--- src/rtl/imem_boot_loader.sv ---
// imem_boot_loader: loads a length-prefixed, checksummed byte stream into instruction memory and holds the core in reset until the load succeeds
module imem_boot_loader #(
  parameter int ADDR_W    = 8,
  parameter int MAX_WORDS = 256
) (
  input  logic              clk,
  input  logic              rst,
  input  logic              rx_valid,
  input  logic [7:0]        rx_data,
  output logic              rx_ready,
  input  logic              reload,
  output logic              imem_we,
  output logic [ADDR_W-1:0] imem_addr,
  output logic [31:0]       imem_wdata,
  output logic              core_rst,
  output logic              load_done,
  output logic              load_err
);
  typedef enum logic [2:0] {LEN0, LEN1, DATA, WRITE, CSUM, DONE, ERR} state_t;
  state_t state, state_nx;
  logic [7:0]  len_lo, csum, csum_nx;
  logic [15:0] n, n_rx, word_idx;
  logic [1:0]  byte_idx;
  logic [31:0] word, word_nx;
  logic        acc;
  assign rx_ready = rst && (state inside {LEN0, LEN1, DATA, CSUM});
  assign acc      = rx_valid && rx_ready;
  assign n_rx     = {rx_data, len_lo};
  assign csum_nx  = csum + rx_data;
  assign word_nx  = {rx_data, word[31:8]};
  always_comb begin
    state_nx = state;
    case (state)
      LEN0:    state_nx = acc ? LEN1 : LEN0;
      LEN1:    state_nx = !acc ? LEN1 : (n_rx == 16'd0) ? CSUM : (n_rx > 16'(MAX_WORDS)) ? ERR : DATA;
      DATA:    state_nx = (acc && byte_idx == 2'd3) ? WRITE : DATA;
      WRITE:   state_nx = (word_idx == n - 16'd1) ? CSUM : DATA;
      CSUM:    state_nx = !acc ? CSUM : (csum_nx == 8'd0) ? DONE : ERR;
      DONE:    state_nx = reload ? LEN0 : DONE;
      ERR:     state_nx = reload ? LEN0 : ERR;
      default: state_nx = LEN0;
    endcase
  end
  always_ff @(posedge clk) begin
    if (!rst) begin
      state      <= LEN0;
      byte_idx   <= '0;
      word_idx   <= '0;
      csum       <= '0;
      len_lo     <= '0;
      n          <= '0;
      word       <= '0;
      imem_we    <= 1'b0;
      imem_addr  <= '0;
      imem_wdata <= '0;
      core_rst   <= 1'b1;
      load_done  <= 1'b0;
      load_err   <= 1'b0;
    end else begin
      state <= state_nx;
      if (acc) csum <= csum_nx;
      if (acc && state == LEN0) len_lo <= rx_data;
      if (acc && state == LEN1) n <= n_rx;
      if (acc && state == DATA) begin
        word     <= word_nx;
        byte_idx <= byte_idx + 2'd1;
      end
      if (state == WRITE) word_idx <= word_idx + 16'd1;
      if ((state == DONE || state == ERR) && reload) begin
        byte_idx <= '0;
        word_idx <= '0;
        csum     <= '0;
      end
      // outputs are decoded from the next state so they line up with the state register
      imem_we <= state_nx == WRITE;
      if (state_nx == WRITE) begin
        imem_addr  <= word_idx[ADDR_W-1:0];
        imem_wdata <= word_nx;
      end
      core_rst  <= state_nx != DONE;
      load_done <= state_nx == DONE;
      load_err  <= state_nx == ERR;
    end
  end
endmodule

--- config.mk ---
export PLATFORM = sky130hd
export DESIGN_NAME = imem_boot_loader
export DESIGN_NICKNAME = d
export VERILOG_FILES = /design/src/rtl/imem_boot_loader.sv
export SDC_FILE = /design/constraint.sdc
export NUM_CORES = 1
export LEC_CHECK = 0
export CAP_MARGIN = 20
export CORE_MARGIN = 10
export CORE_UTILIZATION = 53
export CTS_BUF_LIST = sky130_fd_sc_hd__clkbuf_8
export DETAILED_ROUTE_END_ITERATION = 7
export PLACE_DENSITY_LB_ADDON = 0.05
export SKIP_LAST_GASP = 1
export SYNTH_ARGS = -nofsm -noshare
export SYNTH_HDL_FRONTEND = slang
export SYNTH_SLANG_ARGS = --single-unit
--- constraint.sdc ---
create_clock -name clk -period 2.31 [get_ports clk]
set_clock_uncertainty 0.05 [all_clocks]
set_input_delay 0.231 -clock clk [delete_from_list [all_inputs] [get_ports clk]]
set_output_delay 0.231 -clock clk [all_outputs]
set_load 0.01 [all_outputs]
# After elaboration in Yosys (flattened, before gate mapping)
# Cells that the tools add are included.
op_classes:
  add_sub_neg: 4
  n_mul: 0
  n_div: 0
  order_cmp: 1
  eq_ne: 12
  n_shift: 0
  n_mux: 11
  bitwise_logic: 1
  reduce_logical: 13
ops:
  columns: ["operator", "count"]
  rows:
  - ["$pmux 3 s7", 1]
  - ["$mux 3", 6]
  - ["$add 16x1->16 const B", 1]
  - ["$eq 16x16->1", 1]
  - ["$gt 16x9->1 const B", 1]
  - ["$logic_not 16->1", 1]
  - ["$sub 16x1->16 const B", 1]
  - ["$eq 3x3->1 const B", 5]
  - ["$eq 3x2->1 const B", 3]
  - ["$add 8x8->8", 1]
  - ["$logic_not 8->1", 1]
  - ["$logic_and 1x1->1", 7]
  - ["$mux 2", 2]
  - ["$reduce_bool 4->1", 1]
  - ["$eq 3x1->1 const B", 1]
  - ["$logic_not 3->1", 1]
  - ["$ne 3x3->1 const B", 1]
  - ["$add 2x1->2 const B", 1]
  - ["$eq 2x2->1 const B", 1]
  - ["$mux 1", 2]
  - ["$reduce_or 2->1", 1]
  - ["$logic_or 1x1->1", 1]
  - ["$not 1->1", 1]
totals:
  reg_bits: 129
  latchBits: 0
  ramBits: 0
  mem_bits_ro: 0
  input_bits: 12
  out_inout_bits: 45
  mem_count: 0

# Longest topological paths before layout
# Gate-level depths: netlist (run 1).
depth:
  depth_word: 8
  mapped_depth: 9

# Least setup slack after synthesis (run 1)
# OpenSTA, ideal clock, no wires.
synth_path:
  path_kind: "register to register"
  from: "reg csum[0]"
  to: "reg core_rst"
  setup_ns: 0.120
  arrival_time_ns: 2.386
  slack_ns: -0.246
  path_stages_with_launch: 10
  path_buffers: 0
  synth_period_minus_slack_ns: 2.556
  path_cell_list: "dfxtp_1 ha_1 fa_1 a211oi_1 nor2_1 xor2_1 or3_1 nor4_1 a41oi_1 a211o_1"
synth_via:
  elab_chain_len: 6
synth_rtl:
  columns: ["element", "line", "source"]
  rows:
  - ["start, declared", "21", "logic [7:0] len_lo, csum, csum_nx;"]
  - ["start signal, assigned", "61", "if (acc) csum <= csum_nx;"]
  - ["$add 8x8->8", "29", "assign csum_nx = csum + rx_data;"]
  - ["$logic_not 8->1", "38", "CSUM: state_nx = !acc ? CSUM : (csum_nx == 8'd0) ? DONE : ERR;"]
  - ["$mux 2 (2 in a row)", "38", null]
  - ["$pmux 3 s7", "33", "case (state)"]
  - ["$ne 3x3->1", "80", "core_rst <= state_nx != DONE;"]
  - ["end signal, assigned", "56", "core_rst <= 1'b1;"]
  - ["end signal, assigned", "80", null]
  - ["end, declared", "15", "output logic core_rst,"]
# No other way between the ends.
# A chain may end at the register's enable or synchronous reset.

# Worst setup path in the final report (run 1)
# Ends and elaborated chain as after synthesis.

==> results_dict.tcl, run 1 <==
set metrics [dict create \
    p_sw_mw 1.07 \
    cts.path.max_buffers 2 \
    worst_setup_path_end_kind "flip-flop" \
    synth_flop_cell "dfxtp_1" \
    die_h_um 122 \
    worstHoldStart "rst" \
    cts_buffers 17 \
    yosysSeqAreaShare_pct 43.9 \
    clock_sinks 121 \
    power.density_nw_per_um2 656 \
    dp_worst_setup_slack_ns -0.780 \
    cp-startpoint "csum[0]$_SDFFE_PP0P_" \
    max_slew_margin_pct 66.3 \
    hold_viol 0 \
    syn_nets 662 \
    overflow 0 \
    min_period_ns 2.65 \
    cts-htree-levels 4 \
    yosys_warnings 0 \
    synthArstFlopShare_pct 0 \
    grt_pass1_wl_um 22800 \
    core-area_sq_um 10200 \
    run_status "finished with violations" \
    ys_types 50 \
    worstSetupStartpointType "flip-flop" \
    worst_pin_slew_ns 0.506 \
    drv_cap 0 \
    path_cells "ha_4 -> fa_2 -> xor2_1 -> or3_1 -> or3_4 -> nor4_4 -> a41oi_2 -> a211o_1" \
    drcViolationCount 0 \
    finalNonFillerCells 888 \
    nNetsFinal 763 \
    synthCells 639 \
    holdPathStages 3 \
    row_count 37 \
    critical_path_depth 8 \
    required_ns 2.58 \
    seq_area_sq_um 2420 \
    io_buffers 56 \
    r2r_start "csum[0]$_SDFFE_PP0P_" \
    n_antenna_cell 0 \
    final.setup.worst_slack_ns -0.336 \
    max_freq_mhz 378 \
    n_fill_cell 863 \
    combPwrFrac_pct 8.4 \
    drtIter0Drc 319 \
    hold_class "in2reg" \
    seq_power_share_pct 45.5 \
    placed_area_sq_um 6600 \
    dp.cells 854 \
    drive_gt1_share_pct 16.1 \
    io_pins 57 \
    grt_pass1_vias 4578 \
    synth_edf_count 0 \
    hold_buffers 0 \
    path_clk_slew_ns 0.07 \
    track_usage_pct 19.1 \
    critPathMaxStageDelay_ns 0.39 \
    cp.arrival_ns 2.92 \
    worstPathMaxFanout 3 \
    grt_setup_unrepaired "true" \
    worstSkewPairLatency_ns 0.43 \
    maxSlewViolCount 0 \
    clockRootBuffer "clkbuf_8" \
    ant_nets 0 \
    post_drt_via_cell_ratio 5.34 \
    period_share_pct 115 \
    setup_viol 5 \
    p_int_mw 3.61 \
    critPathTopFamily "simple AND/OR/NAND/NOR gates" \
    die_w_um 122 \
    ir_drop_uv 354 \
    dpl.hpwl_um 9860 \
    syn_area_sq_um 5520 \
    p_leak_nw 2.54 \
    avgSynthCellArea_sq_um 8.64 \
    routedWlPerCell_um 15.8 \
    r2r_cells 8 \
    place.gp.congestion 0.897 \
    clkPwrFrac_pct 46.1 \
    cts_tree "yes" \
    grt_max_degree 66 \
    dieArea_sq_um 14900 \
    swShare_pct 22.9 \
    start_util_pct 53.9 \
    antenna_found_initial 0 \
    area_delta_synth_final_pct 29.3 \
    cp_slowest_cell "fa_2" \
    multi_input_area_sq_um 3020 \
    ys_seq_elements 121 \
    firstDrtPassIters 4 \
    drt_wl_total_um 14000 \
    criticalPathCategory "reg2reg" \
    failed_checks "negative setup slack" \
    cp_num_buf_inv 0 \
    final_area_sq_um 7140 \
    via_count 4742 \
]
## path summary, 6_finish.rpt
path              slack, ns                          to
hold / removal         0.26          n[14]$_SDFFE_PN0P_
hold reg to reg        0.41  imem_wdata[2]$_SDFFE_PN0N_
setup / recovery      -0.34         core_rst$_SDFF_PN1_
setup reg to reg      -0.34         core_rst$_SDFF_PN1_
## stage by stage
stage	power, mW	util [%]	hold WS, ns	TNS, ns
after floorplan	2.39	-	0.326	-0.390
after global placement	2.52	64.5	0.396	-3.66
after detailed placement	2.53	64.5	0.405	-4.04
after CTS	4.71	69.5	0.229	-1.04
after global routing	4.85	69.8	0.256	-1.96
final	4.68	69.8	0.256	-1.25
## tightest hold or removal path, cell delays in order
cell and delay (ns):
buf_2 0.11, buf_4 0.20, nor2b_1 0.15
## cells by family (layout without fill, tap and decap cells)
logic type / Yosys count / after routing / share of synthesized area, %
and+or+nand+nor: 269 / 269 / 22.4
DFF: 121 / 121 / 43.9
AOI/OAI and AO/OA: 119 / 119 / 15.5
buffers and inverters: 45 / 158 / 3.13
xor gates and xnor gates: 43 / 43 / 6.82
muxes: 31 / 31 / 5.62
adders and majority gates: 11 / 11 / 2.63
## sequential cells by signal, indices dropped and copies added (netlist names), 3 cells and up
signal	flops
csum	8
imem_addr	8
imem_wdata	32
len_lo	8
n	16
state	3
word	24
word_idx	16
## synthesized netlist by cell type, types with 3 or more instances
library cell	instances	area share, %
nor2b_1	29	3.3
inv_1	6	0.41
o21a_1	4	0.54
xnor2_1	24	3.8
or4_1	3	0.41
dfxtp_1	121	44
mux2i_1	31	5.6
nor4_1	12	1.4
xor2_1	19	3.0
o21ai_0	11	1.0
a21boi_0	65	8.8
nand4_1	6	0.68
a21o_1	3	0.41
o211ai_1	4	0.54
nor2_1	36	2.4
nor3_1	4	0.36
nand2_1	152	10
buf_2	3	0.27
a21oi_1	12	1.1
nand3b_1	3	0.41
or3_1	7	0.79
nand3_1	6	0.54
ha_1	10	2.3
clkbuf_1	34	2.3
## cell usage in the layout (no fill, tap or decap), types with 3 or more instances in the layout
master,Yosys,routed
clkbuf_8,0,18
nand3_1,6,6
mux2i_1,31,31
buf_4,0,65
nor2_1,36,36
xor2_1,19,19
nor3_1,4,4
bufinv_16,0,5
a21o_1,3,3
ha_1,10,9
nor4_1,12,9
nor2b_1,29,28
clkdlybuf4s50_1,0,54
or3_1,7,6
o21ai_0,11,10
nand3b_1,3,3
a21boi_0,65,65
o21a_1,4,4
dfxtp_1,121,119
clkinv_2,0,3
inv_1,6,7
o211ai_1,4,4
xnor2_1,24,23
a21oi_1,12,11
nand2_1,152,152
nand4_1,6,6
## power by group through the flow
stage          combinational [mW]  sequential (mW)  clock, mW
2_1_floorplan               0.223             2.17          0
3_3_place_gp                0.345             2.18          0
3_5_place_dp                0.357             2.18          0
4_1_cts                     0.382             2.13       2.20
5_1_grt                     0.429             2.13       2.29
6_report                    0.392             2.13       2.16
## repair_timing
action                                  CTS  global route
setup buffers                             3             0
endpoints found under the setup margin    6             7
resized for setup                         9             5
pin swaps                                10             2
## cell type report
class | count | share of cell area, %
multi-input cells | 473 | 42.4
clock buffers | 18 | 3.47
inverters | 6 | 0.316
clock inverters | 13 | 2.82
flip-flops and latches | 121 | 34.0
repair buffers | 121 | 14.7
well taps | 136 | 2.38
## layer usage
metal	vias to the layer above	track usage [%]	share of wire, %
met5	-	0	0
met4	0	5.89	1.4
met3	21	5.04	5.0
met2	91	31.5	50
met1	2245	23.9	44
li1	2385	-	-
No activity file was read; power rests on OpenSTA's default activity.
==> run 2, diff against run 1 <==
- CORE_MARGIN: 10 -> 3
- SETUP_SLACK_MARGIN: not set -> 0.05
==> run 2 against run 1 <==
Compared with the run above:
- highest routed layer unchanged
- critical path depth stayed put
- final cell count is 0.90% lower
- worst hold slack better by 0.027 ns
- first-iteration DRC count is 24% lower
- the run still ends with negative setup slack left
- power is 6.5% lower
==> results_dict.tcl, run 2 (synthesis gave the netlist of run 1 again) <==
set metrics [dict create \
    run_status "finished with violations" \
    failed_checks "negative setup slack" \
    io_buffers 56 \
    top_register "imem_wdata" \
    grt_pass1_vias 4620 \
    path_clk_slew_ns 0.07 \
    grt_setup_unrepaired "true" \
    core-area_sq_um 9950 \
    swShare_pct 24.4 \
    drive_gt1_share_pct 15.7 \
    hold_viol 0 \
    clockRootBuffer "clkbuf_8" \
    r2r_cells 8 \
    antenna_found_initial 0 \
    period_share_pct 111 \
    dp.cells 845 \
    seq_power_share_pct 48.7 \
    setup_viol 5 \
    drtIter0Drc 243 \
    p_leak_nw 2.47 \
    final.setup.worst_slack_ns -0.248 \
    cts_tree "yes" \
    r2r_start "csum[0]$_SDFFE_PP0P_" \
    place.gp.congestion 0.887 \
    worstSkewPairLatency_ns 0.43 \
    drv_cap 0 \
    worst_setup_path_end_kind "flip-flop" \
    firstDrtPassIters 4 \
    drcViolationCount 0 \
    maxSlewViolCount 0 \
    crit_path_end "core_rst$_SDFF_PN1_" \
    ir_drop_uv 363 \
    p_int_mw 3.31 \
    p_sw_mw 1.07 \
    ant_nets 0 \
    layout_common_cells "nand2_1 (152), dfxtp_1 (119), a21boi_0 (65)" \
    worstSetupStartpointType "flip-flop" \
    area_delta_synth_final_pct 27.7 \
    overflow 0 \
    cp.arrival_ns 2.83 \
    criticalPathCategory "reg2reg" \
    r2r_end "core_rst$_SDFF_PN1_" \
    via_count 4683 \
    drt_wl_total_um 13300 \
    clock_sinks 121 \
    max_freq_mhz 391 \
    row_count 36 \
    top_regs "imem_wdata x32, word x24" \
    nNetsFinal 757 \
    finalNonFillerCells 880 \
    combPwrFrac_pct 8.9 \
    required_ns 2.58 \
    dieArea_sq_um 11700 \
    grt_pass1_wl_um 22200 \
    path_cells "ha_4 -> fa_2 -> xor2_1 -> or3_1 -> or3_4 -> nor4_4 -> a41oi_2 -> a211o_1" \
    cts-htree-levels 4 \
    hold_buffers 0 \
    n_antenna_cell 0 \
    cts.path.max_buffers 2 \
    reg2reg_slack_ns -0.25 \
    die_w_um 108 \
    largest_register_ffs 32 \
    power_mw 4.38 \
    io_pins 57 \
    power.density_nw_per_um2 621 \
    tns_ns -0.753 \
    grt_max_degree 65 \
    start_util_pct 55.4 \
    critPathMaxStageDelay_ns 0.40 \
    layout_commonest_cell "nand2_1" \
    track_usage_pct 24.1 \
    cp_slowest_cell "fa_2" \
    post_drt_via_cell_ratio 5.32 \
    dp_worst_setup_slack_ns -0.780 \
    worst_pin_slew_ns 0.503 \
    min_period_ns 2.56 \
    max_slew_margin_pct 66.5 \
    clkPwrFrac_pct 42.4 \
    worstPathMaxFanout 3 \
    dpl.hpwl_um 9390 \
    cts_buffers 17 \
    cp-startpoint "csum[0]$_SDFFE_PP0P_" \
    hold_class "in2reg" \
    routedWlPerCell_um 15.2 \
    die_h_um 108 \
]
-- run 2: changes by cell type in the layout (fill, tap and decap cells not counted), sizes merged --
cell	delta
clkbuf	+1
clkinv	-1
bufinv	-3
buf	-6
clkinvlp	+3
dlymetal6s2s	-1
clkdlybuf4s50	+1
inv	+1
-- run 2: worst min-delay path by stage --
stage	startpoint	to	slack [ns]	cells after the start
after floorplan	rx_data[0]	imem_wdata[24]$_SDFFE_PN0N_	0.33	2
after global placement	byte_idx[1]$_SDFFE_PP0P_	byte_idx[1]$_SDFFE_PP0P_	0.40	2
after detailed placement	word[12]$_SDFFE_PN0P_	word[12]$_SDFFE_PN0P_	0.41	2
after CTS	rst	n[11]$_SDFFE_PN0P_	0.26	3
after global routing	rst	n[5]$_SDFFE_PN0P_	0.28	3
final	rst	state[0]$_SDFF_PN0_	0.28	3
-- run 2: layout make-up --
cell class	count	area [sq um]
clock buffer	19	262
clock inverter	13	129
fill	840	2910
inverter	6	22.5
multi-input combinational	473	3040
sequential	121	2420
tap	133	166
timing repair buffer	115	998
-- run 2: timing repair --
action,4_1_cts,5_1_grt
pin swaps,14,4
buffers inserted,3,0
resized for setup,14,2
gates cloned,0,0
setup endpoints to repair,6,7
-- run 2: through the flow --
step                hold WS (ns)  utilization [%]  instance area (sq um)
floorplan                  0.326                -                   5550
global placement           0.396             65.8                   6550
detailed placement         0.409             65.8                   6550
CTS                        0.259             70.7                   7040
global route               0.278             70.8                   7050
finish                     0.284             70.8                   7050
-- run 2: layer usage --
layer	GRT usage [%]	wire length (um)
met5	0	0
met4	8.93	194
met1	29.8	6080
met2	40.4	6490
met3	6.39	569
-- run 2: power groups by stage --
stage	combinational (mW)	sequential [mW]	clock [mW]
2_1_floorplan	0.223	2.17	0
3_3_place_gp	0.340	2.18	0
3_5_place_dp	0.352	2.18	0
4_1_cts	0.385	2.13	1.89
5_1_grt	0.422	2.13	1.98
6_report	0.391	2.13	1.86
-- run 2: worst max-delay path: cells and delay by family, from the launching register on --
kind            cells  cell delay [ns]
compound gates      2             0.44
xor+xnor            1             0.16
fa+ha+maj           2             0.56
flops               1             0.34
simple gates        3             0.90
==> patch: new RTL, config.mk and constraints of run 2 <==
The output `load_err` loses its register stage (`load_err` becomes a continuous assignment).
--- a/src/rtl/imem_boot_loader.sv
+++ b/src/rtl/imem_boot_loader.sv
@@ -57,3 +57,2 @@
       load_done  <= 1'b0;
-      load_err   <= 1'b0;
     end else begin
@@ -81,5 +80,6 @@
       load_done <= state_nx == DONE;
-      load_err  <= state_nx == ERR;
     end
   end
+
+  assign load_err = state_nx == ERR;
 endmodule
Check against the original RTL: not equivalent (Yosys sat finds a counterexample within 4 cycles, from zero or initial values and one cycle with rst low).
==> patch against run 2 <==
- the run still ends with setup timing left
- critical path type is now reg2out
- area after synthesis grew 1.6%
- power grew 3.8%
- sequential share of layout area shrank 3.0 points
- maximum frequency shrank 20%
- highest routed layer unchanged
- routed wire length grew 15%
- cell count grew 7.0%
- final area grew 8.8%
- sequential cell count shrank 1
- critical path depth grew 3
- worst setup slack lost 650 ps
==> patch: results (changes against run 2) <==
Global route
  • Total track usage: 0.268 (+0.0270)
  • Grt ovf: 0 (unchanged)
  • Vias in the first global route: 4,961 (+7.4%)
  • Initial antenna violation count: 0 (unchanged)
  • First-pass GRT wire length: 24,200 µm (+9.3%)
  • Largest net degree at the start of global routing: 57 (-12%)

Placed design
  • Setup slack at placement: -1110 ps (-329 ps)
  • Dpl cells: 897 (+6.2%)
  • Routability congestion estimate: 0.895 (+0.86%)
  • Post-DP HPWL: 10,000 µm (+7.0%)
  • Port Buffers: 56 (unchanged)

Finish
  • Register area: 2410 µm² (-0.57%)
  • Largest register FFs: 32 (unchanged)
  • Fraction of layout cells with a size suffix above 1: 0.221 (+0.0646)
  • Fill cell count: 758 (-9.8%)
  • Ant. Diodes: 0 (unchanged)
  • Net count reported at finish: 819 (+8.2%)
  • Registers with the most flip-flops: imem_wdata (32), word (24)

Drt
  • Mean routed wirelength per cell: 16.2 µm (+7.2%)
  • DR vias/cell: 5.38 (+1.2%)
  • DR pass1 iterations: 5 (+1)
  • Final Routed Wirelength: 15,300 µm (+15%)
  • Initial DRC Count: 376 (+55%)

Logic synthesis
  • Syn_nets: 678 (+2.4%)
  • Synth Area per Inst: 8.56 µm² (-0.85%)
  • Area contributors post-synth: dfxtp_1 (43%), nand2_1 (10%), a21boi_0 (7.1%), mux2i_1 (6.1%), xor2_1 (3.4%)
  • Synth top cells by count: nand2_1 (152), dfxtp_1 (120), a21boi_0 (53)
  • Seq/Total Area, Yosys: 0.428 (-0.0106)
  • Share of synthesized flip-flops with an asynchronous set or reset: 0 (unchanged)
  • Main synth FF type: dfxtp_1
  • Post-synthesis cell type count: 59 (+18%)
  • Synth warn: 0 (unchanged)

Power and ir drop
  • VDD IR max: 538 µV (+48%)
  • P_leak: 3.03 nW (+23%)

Clock tree
  • Cts bufs inserted: 17 (unchanged)
  • Clock slew at reported path FFs: 70 ps (about the same)
  • H-Tree Depth: 4 (unchanged)
  • CTS max path bufs: 2 (unchanged)
  • Clock Latency Late Sink: 460 ps (+30 ps)
  • Clk root buf: clkbuf_8

Timing
  • Slew @ Worst Pin: 445 ps (-57.6 ps)
  • Final worst slack: -898 ps (-649 ps)
  • Final number of setup-violating endpoints: 6 (+1)

Worst setup path
  • Crit path DAT: 2930 ps (+100 ps)
  • Crit path max fanout: 6 (+3)

Run status
  • Status: complete, but fails checks
  • Failing checks: setup timing

Hold path
  • Worst Hold Class: in2reg
## patch: cell types whose count changed in the layout (fill, tap and decap cells not counted), sizes merged, moves of 4 or more
cell	before	now
buf	60	106
nor2	36	41
clkinvlp	5	1
inv	9	13
o21a	4	0
## patch: cell type report
type,count,share of cell area
Timing Repair Buffer,161,0.191
Sequential cell,120,0.315
Inverter,8,0.00490
Clock buffer,20,0.0359
Tap cell,133,0.0217
Multi-Input combinational cell,488,0.414
Clock inverter,12,0.0176
## patch: where the power goes
part | total (mW) | leakage, nW | switching (mW) | internal [mW]
registers | 2.12 | 0.972 | 0.0196 | 2.10
logic | 0.465 | 1.84 | 0.224 | 0.242
clock network | 1.96 | 0.225 | 0.834 | 1.13
total | 4.54 | 3.03 | 1.08 | 3.47
## patch: worst paths after layout
path | startpoint | slack, ps | to | cells after the start
min reg2reg | imem_wdata[7] | 400 | imem_wdata[7] | 2
min | rst | 340 | state[1] | 4
max reg2reg | n[1] | -470 | state[1] | 12
max | n[0] | -900 | load_err | 11
## patch: timing repair
action | CTS | global route
resized for setup | 41 | 28
cloned | 2 | 1
pin swaps | 17 | 14
endpoints found under the setup margin | 64 | 59
setup buffers | 11 | 5
## patch: critical path, stage by stage, from the launching register on
cell	delay [ps]
dfxtp_2	370
inv_2	50
ha_4	150
buf_4	150
xor2_1	150
or3_1	350
a221o_1	360
nor4_2	310
buf_4	190
a31oi_4	90
a21oi_2	140
buf_2	150
## patch: per-layer routing
metal,track usage,part of all wire
met2,0.452,0.50
met3,0.0681,0.050
met4,0.106,0.015
met5,0,0
met1,0.327,0.44
## patch: stage by stage
step | setup TNS (ps) | util | total power, mW | cell area (µm²)
final | -2490 | 0.763 | 4.54 | 7660
after global routing | -3120 | 0.763 | 4.71 | 7660
after CTS | -3840 | 0.755 | 4.57 | 7590
after detailed placement | -5640 | 0.689 | 2.58 | 6920
after global placement | -4500 | 0.689 | 2.57 | 6920
after floorplan | -401 | - | 2.40 | 5660
## patch: cells by family (layout without fill, tap and decap cells)
family | count (synthesis) | after routing | share of synthesized area
xor+xnor | 43 | 43 | 0.0671
fa+ha+maj | 12 | 12 | 0.0277
mux | 35 | 35 | 0.0627
compound gates | 105 | 105 | 0.132
buf+inv | 47 | 201 | 0.0339
flops | 120 | 120 | 0.428
simple gates | 293 | 293 | 0.248
